### src/rtl/mem_bus_port.sv
// ---------------------------------------------------------------------------
// mem_bus_port
//   Memory port on the CPU's shared wired-OR bus. The bus value is captured
//   into the address register AM (ld_addr) or, for writes, into the data
//   register MDR. A level req/ack handshake to RAM then runs with a bounded
//   wait; read data lands in MDR and is driven back onto the bus on request.
//   Because the bus is wired-OR, o_data_out is all-zero unless the port is
//   idle and explicitly driving.
//
// Ports
//   i_clk        rising-edge clock
//   i_reset      asynchronous, active-high; clears all state
//   i_bus_in     bus value (address or write data)
//   i_ld_addr    load AM from the bus
//   i_rd_req     start read of mem[AM]
//   i_wr_req     start write mem[AM] <= bus value
//   i_drv_en     drive MDR onto the bus (ignored while busy)
//   o_data_out   MDR when driving and idle, else 0 (combinational)
//   o_busy       operation in progress
//   o_done       one-cycle pulse on successful completion
//   o_err        one-cycle pulse on illegal command or timeout
//   o_mem_addr   RAM address (= AM)
//   o_mem_wdata  RAM write data (= MDR)
//   o_mem_req    RAM request, held until ack or timeout
//   o_mem_we     1 = write, valid while o_mem_req
//   i_mem_rdata  RAM read data, valid with i_mem_ack
//   i_mem_ack    RAM completion, single cycle
// ---------------------------------------------------------------------------
module mem_bus_port #(
  parameter int WORD_WIDTH     = 32,
  parameter int TIMEOUT_CYCLES = 15   // 1..255
) (
  input  logic                  i_clk,
  input  logic                  i_reset,
  input  logic [WORD_WIDTH-1:0] i_bus_in,
  input  logic                  i_ld_addr,
  input  logic                  i_rd_req,
  input  logic                  i_wr_req,
  input  logic                  i_drv_en,
  output logic [WORD_WIDTH-1:0] o_data_out,
  output logic                  o_busy,
  output logic                  o_done,
  output logic                  o_err,
  output logic [WORD_WIDTH-1:0] o_mem_addr,
  output logic [WORD_WIDTH-1:0] o_mem_wdata,
  output logic                  o_mem_req,
  output logic                  o_mem_we,
  input  logic [WORD_WIDTH-1:0] i_mem_rdata,
  input  logic                  i_mem_ack
);

  typedef enum logic [1:0] {
    S_IDLE = 2'd0,
    S_REQ  = 2'd1,
    S_DONE = 2'd2
  } state_t;

  localparam logic [7:0] LP_LAST_CNT = 8'(TIMEOUT_CYCLES - 1);

  state_t                r_state;
  logic [WORD_WIDTH-1:0] r_am;
  logic [WORD_WIDTH-1:0] r_mdr;
  logic                  r_op_we;
  logic [7:0]            r_cnt;
  logic                  r_busy;
  logic                  r_done;
  logic                  r_err;
  logic                  r_mem_req;
  logic                  r_mem_we;

  // A write takes its data from the bus, so it cannot share the cycle with an
  // address load or with a read.
  logic w_illegal;
  assign w_illegal = i_wr_req & (i_rd_req | i_ld_addr);

  // NOTE: all state below is updated with non-blocking assignments so every
  // register samples pre-edge values regardless of statement order.
  always_ff @(posedge i_clk or posedge i_reset) begin
    if (i_reset) begin
      r_state   <= S_IDLE;
      r_am      <= '0;
      r_mdr     <= '0;
      r_op_we   <= 1'b0;
      r_cnt     <= '0;
      r_busy    <= 1'b0;
      r_done    <= 1'b0;
      r_err     <= 1'b0;
      r_mem_req <= 1'b0;
      r_mem_we  <= 1'b0;
    end else begin
      // Pulses default low; only the transitions below raise them for a cycle.
      r_done <= 1'b0;
      r_err  <= 1'b0;
      case (r_state)
        S_IDLE: begin
          if (w_illegal) begin
            r_err <= 1'b1;
          end else begin
            // Address load happens alongside rd_req so the read uses the new AM.
            if (i_ld_addr) r_am <= i_bus_in;
            if (i_wr_req) begin
              r_mdr     <= i_bus_in;
              r_op_we   <= 1'b1;
              r_cnt     <= '0;
              r_state   <= S_REQ;
              r_busy    <= 1'b1;
              r_mem_req <= 1'b1;
              r_mem_we  <= 1'b1;
            end else if (i_rd_req) begin
              r_op_we   <= 1'b0;
              r_cnt     <= '0;
              r_state   <= S_REQ;
              r_busy    <= 1'b1;
              r_mem_req <= 1'b1;
              r_mem_we  <= 1'b0;
            end
          end
        end
        S_REQ: begin
          // Ack is tested first so an ack in the last allowed cycle still wins.
          if (i_mem_ack) begin
            if (!r_op_we) r_mdr <= i_mem_rdata;
            r_state   <= S_DONE;
            r_done    <= 1'b1;
            r_mem_req <= 1'b0;
            r_mem_we  <= 1'b0;
          end else if (r_cnt == LP_LAST_CNT) begin
            r_state   <= S_IDLE;
            r_busy    <= 1'b0;
            r_err     <= 1'b1;
            r_mem_req <= 1'b0;
            r_mem_we  <= 1'b0;
          end else begin
            r_cnt <= r_cnt + 8'd1;
          end
        end
        S_DONE: begin
          r_state <= S_IDLE;
          r_busy  <= 1'b0;
        end
        default: begin
          r_state   <= S_IDLE;
          r_busy    <= 1'b0;
          r_mem_req <= 1'b0;
          r_mem_we  <= 1'b0;
        end
      endcase
    end
  end

  assign o_data_out  = (i_drv_en && !r_busy) ? r_mdr : '0;
  assign o_busy      = r_busy;
  assign o_done      = r_done;
  assign o_err       = r_err;
  assign o_mem_addr  = r_am;
  assign o_mem_wdata = r_mdr;
  assign o_mem_req   = r_mem_req;
  assign o_mem_we    = r_mem_we;

endmodule
### config.mk
export PLATFORM = sky130hd
export DESIGN_NAME = mem_bus_port
export DESIGN_NICKNAME = d
export VERILOG_FILES = /design/src/rtl/mem_bus_port.sv
export SDC_FILE = /design/constraint.sdc
export NUM_CORES = 1
export LEC_CHECK = 0
export BUFFER_PORTS_ARGS = -buffer_cell sky130_fd_sc_hd__buf_2
export CAP_MARGIN = 20
export CORE_MARGIN = 2
export CORE_UTILIZATION = 53
export CTS_BUF_LIST = sky130_fd_sc_hd__clkbuf_4
export CTS_CLUSTER_SIZE = 14
export DETAILED_ROUTE_END_ITERATION = 8
export GPL_TIMING_DRIVEN = 0
export PLACE_DENSITY = 0.88
export SETUP_SLACK_MARGIN = 0.1
export SYNTH_ARGS = -nofsm -noshare
export SYNTH_HDL_FRONTEND = slang
export SYNTH_SLANG_ARGS = --single-unit
export TNS_END_PERCENT = 100
### constraint.sdc
create_clock -name i_clk -period 6.59 [get_ports i_clk]
set_input_delay 0.659 -clock i_clk [delete_from_list [all_inputs] [get_ports i_clk]]
set_output_delay 0.659 -clock i_clk [all_outputs]
set_load 0.03 [all_outputs]
Word level (Yosys, flattened, before mapping)
Index checks and enable logic that the tools add are counted.
Word-level totals
  register bits: 80
  logic and storage cells: 75
  output and inout port bits: 101
  input port bits: 71
Cells by class
  reduce and logical (&&, ||, !) cells: 12
  bitwise operators: 4
  add/sub/neg operators: 1
  equal/unequal tests: 12
  multiplexer cells: 36
Operator list (count)
  $mux W32: 5
  $pmux W32 S2: 1
  $mux W8: 5
  $pmux W8 S2: 1
  $mux W1: 14
  $ne A2 B2 Y1 const B: 7
  $mux W2: 5
  $reduce_and A5 Y1: 2
  $reduce_and A3 Y1: 3
  $add A8 B1 Y8 const B: 1
  $eq A8 B4 Y1 const B: 1
  $reduce_and A4 Y1: 2
  $ne A3 B3 Y1 const B: 2
  $pmux W1 S3: 2
  $pmux W1 S2: 2
  $pmux W2 S2: 1
  $reduce_bool A2 Y1: 2
  $eq A2 B1 Y1 const B: 1
  $eq A2 B2 Y1 const B: 1
  $logic_not A2 Y1: 1
  $not A1 Y1: 2
  $and A1 B1 Y1: 1
  $logic_and A1 B1 Y1: 1
  $logic_not A1 Y1: 1
  $or A1 B1 Y1: 1

Depth between registers and ports, before layout
  word-level depth: 4
  mapped depth: 6
  depth with buffers taken out: 6

Worst setup path before layout
OpenSTA, ideal clock, no wires.
  path type: input port to output port
  start point: in i_drv_en
  end point: out o_data_out[10]
  buffers on the path: 1
  slack: 4.529 ns
  data arrival time: 1.402 ns
  required time: 5.931 ns
  stages: 3
  path through: nor2b_1 clkbuf_1 and2_1
On the way
  longest elaborated chain between the ends: 2
RTL lines
  start: declaration: RTL line 39  | input logic i_drv_en,
  $logic_and A1 B1 Y1: RTL line 151  | assign o_data_out = (i_drv_en && !r_busy) ? r_mdr : '0;
  $mux W32: RTL line 151
  end: declaration: RTL line 40  | output logic [WORD_WIDTH-1:0] o_data_out,
Every way passes these cells.

Final worst setup path
  start point: reg r_busy (netlist: o_busy)
  end point: out o_data_out[15]
On the way
  longest elaborated chain between the ends: 3
RTL lines
  start: declaration: RTL line 65  | logic r_busy;
  start signal: assignment: RTL line 85  | r_busy <= 1'b0;
  start signal: assignment: RTL line 106  | r_busy <= 1'b1;
  start signal: assignment: RTL line 113  | r_busy <= 1'b1;
  $logic_not A1 Y1: RTL line 151
  $logic_and A1 B1 Y1: RTL line 151
  $mux W32: RTL line 151
Every way passes these cells.

==> metrics.txt <==
Data required, critical path 5.93 ns; post-synthesis xor/xnor area fraction 0%; total number of vias 3355; DP HPWL 7.64 mm; worst-case reg-to-reg path depth 4; storage element area 2000 sq um; Final TNS setup 0 ns; DR vias/cell 5.34; hold bufs inserted after CTS 0; Worst-Skew Late Latency 0.42 ns; multiplexer share of the synthesized area 18.2%; VDD IR max 283 uV; Critical path destination o_data_out[15]; vias in the first global route 3292; Setup CP Type reg2out; fin. max-slew vios 0; Clock Sinks 80; Power Dens Cells 523 nW/um^2; Die ar. 8140 sq um; FFs w/ async S/R, synth 100%; post-route cell area 5100 sq um; status completed; Fin. Hold Viols 0; Iter 0 DRT Violations 99; Core Rows 31; HP Class in2async; # fillers 574; routed wire length 10.1 mm; Seq/Total Area, Yosys 50.8%; RSZ-0062 raised after global routing false; Finish-stage setup viols 0; Max-slew headroom 64.5%; share of cells above drive strength 1 50.7%; GP Congestion 0.871; RR Endpoint o_mem_addr[15]$_DFFE_PP0P_; worst-margin pin slew 0.532 ns; Multi-input gate area 1790 sq um; initial antenna violation count 0; first-pass GRT wire length 16.0 mm; EDFF count, synth 0; Starting Density 54.6%; Total GRT Usage 24.9%; largest net degree at the start of global routing 66; Post-synth top flop dfrtp_1; synth warn 0; IO Port Bufs 171; simple-gate share of the synthesized area 14.7%; CP endpoint kind primary output; largest family of logic cells by synthesized area multiplexers; setup repair bufs after CTS 0; DR DRC count 0; area of the mapped netlist 3940 sq um; share of the synthesized area in the top cell type 50.8%; worst hold slack 0.140 ns; static leakage 2.49 nW; skew final 0.0162 ns; top cells by area, synth dfrtp_1, mux2_2, mux2i_1; Worst setup SP type flip-flop; Initial DRT Pass Iterations 6; Clock transition at path regs 0.13 ns; count of cell types in the netlist 43; post-synthesis compound-gate area fraction 11.8%; CTS root buf clkbuf_4; Diodes inserted 0; WP data arrival 2.02 ns; Critical R2R Launch r_state[1]$_DFFE_PP0P_; CTS tree done; die height 90.2 um; pre-CTS setup slack 4.07 ns; adder-cell share of the synthesized area 0.635%; Die X 90.2 um; flop2flop setup slack 4.56 ns; Resized Gates After CTS 0; worst setup path startpoint o_busy$_DFFE_PP0P_; layout net count 597; Final period util 40.6%; clk buf depth 2; Layout area overhead 29.5%; Tmin final 2.67 ns; cells after synthesis 341; Antenna Nets Post-Route 0; setup ws final 3.92 ns; Yosys top cell by area dfrtp_1; CP Max Fanout 10; WL/cell 16.1 um; Max Cap Viol 0; Core Area 7210 sq um; H-tree Lvls 3; Max Clock Freq 374 MHz; io pins 172; flip-flop and latch count after synthesis 80; placed cell areas 4950 sq um; grt ovf 0; Num CTS Buffers 9; average size of a mapped cell 11.6 sq um; syn_nets 414
report_power, final:
part | switching (mW) | internal [mW] | total, mW
Sequential | 0.151 | 0.716 | 0.868
Clock | 0.171 | 0.150 | 0.321
Combinational | 0.977 | 0.503 | 1.48
flip-flops by register name (all words and copies together) (netlist names):
signal       flops
o_mem_addr      32
o_mem_wdata     32
r_cnt            8
r_state          2
o_busy           1
o_done           1
o_err            1
o_mem_req        1
o_mem_we         1
r_op_we          1
worst max-delay path, cell delays in order (launching register included):
cell	delay, ns
dfrtp_1	0.44
nor2b_1	0.33
clkbuf_1	0.42
and2_1	0.21
buf_2	0.20
cell usage in the layout, fill, tap and decap left out, types with 2 or more instances in the layout:
| cell | n |
|---|---|
| buf_2 | 177 |
| dfrtp_1 | 80 |
| nor2_1 | 35 |
| and2_1 | 35 |
| mux2i_1 | 34 |
| mux2_2 | 32 |
| a21oi_2 | 28 |
| nand2_1 | 14 |
| clkbuf_4 | 9 |
| a21oi_1 | 8 |
| buf_6 | 7 |
| clkbuf_1 | 6 |
| o21ai_0 | 5 |
| inv_1 | 4 |
| nor2b_1 | 4 |
| nand3_1 | 4 |
| o211ai_1 | 4 |
| a21o_1 | 3 |
| clkinv_1 | 3 |
| nor4b_2 | 2 |
| nand2b_1 | 2 |
| a211oi_1 | 2 |
| a31oi_1 | 2 |
| ha_1 | 2 |
| bufinv_16 | 2 |
| clkinvlp_4 | 2 |
cells by family (layout without fill, tap and decap cells):
| group | after synthesis | in the layout |
|---|---|---|
| AO/OA/AOI/OAI | 60 | 60 |
| buffers and inverters | 25 | 213 |
| flip-flops | 80 | 80 |
| AND/OR/NAND/NOR | 107 | 107 |
| adder cells (fa/ha/maj) | 2 | 2 |
| multiplexers | 67 | 67 |
synthesized netlist by cell type (5+ instances only):
master,number
buf_6,7
mux2i_1,34
inv_1,5
nor2_1,35
buf_2,6
nand2_1,14
a21oi_2,28
mux2_2,32
and2_1,35
clkbuf_1,6
a21oi_1,8
dfrtp_1,80
o21ai_0,5
area by class of cell:
cell class | instances | share of cell area (%)
Buffer | 19 | 2.57
Clock buffer | 9 | 1.32
Clock inverter | 7 | 1.69
Inverter | 6 | 0.490
Multi-Input combinational cell | 236 | 35.0
Sequential cell | 80 | 39.2
Tap cell | 99 | 2.43
Timing Repair Buffer | 172 | 17.3
stage by stage:
stage,instances,utilization (%),power (mW)
final,628,70.8,2.67
after global routing,628,70.8,2.82
after CTS,628,70.8,2.68
after detailed placement,612,68.6,2.37
after global placement,611,68.2,2.32
after floorplan,341,-,1.93
worst min path at each step:
| stage | startpoint | endpoint | slack (ns) | cells past startpoint |
|---|---|---|---|---|
| 3_3_place_gp | r_op_we$_DFFE_PP0P_ | r_op_we$_DFFE_PP0P_ | 0.48 | 2 |
| 5_1_grt | i_reset | o_mem_addr[5]$_DFFE_PP0P_ | 0.13 | 2 |
| 2_1_floorplan | r_op_we$_DFFE_PP0P_ | r_op_we$_DFFE_PP0P_ | 0.45 | 2 |
| 6_report | i_reset | o_mem_addr[0]$_DFFE_PP0P_ | 0.14 | 2 |
| 4_1_cts | i_reset | o_mem_addr[3]$_DFFE_PP0P_ | 0.13 | 2 |
| 3_5_place_dp | r_op_we$_DFFE_PP0P_ | r_op_we$_DFFE_PP0P_ | 0.48 | 2 |
metal layers:
| metal | GRT usage (%) | vias to the layer above | share of wire (%) |
|---|---|---|---|
| met1 | 29.6 | 1649 | 40 |
| met5 | 0 | - | 0 |
| met2 | 43.5 | 127 | 52 |
| met3 | 5.45 | 27 | 6.0 |
| met4 | 10.6 | 0 | 2.5 |
| li1 | - | 1552 | - |
Note: power is estimated with default switching activity, not from simulation.
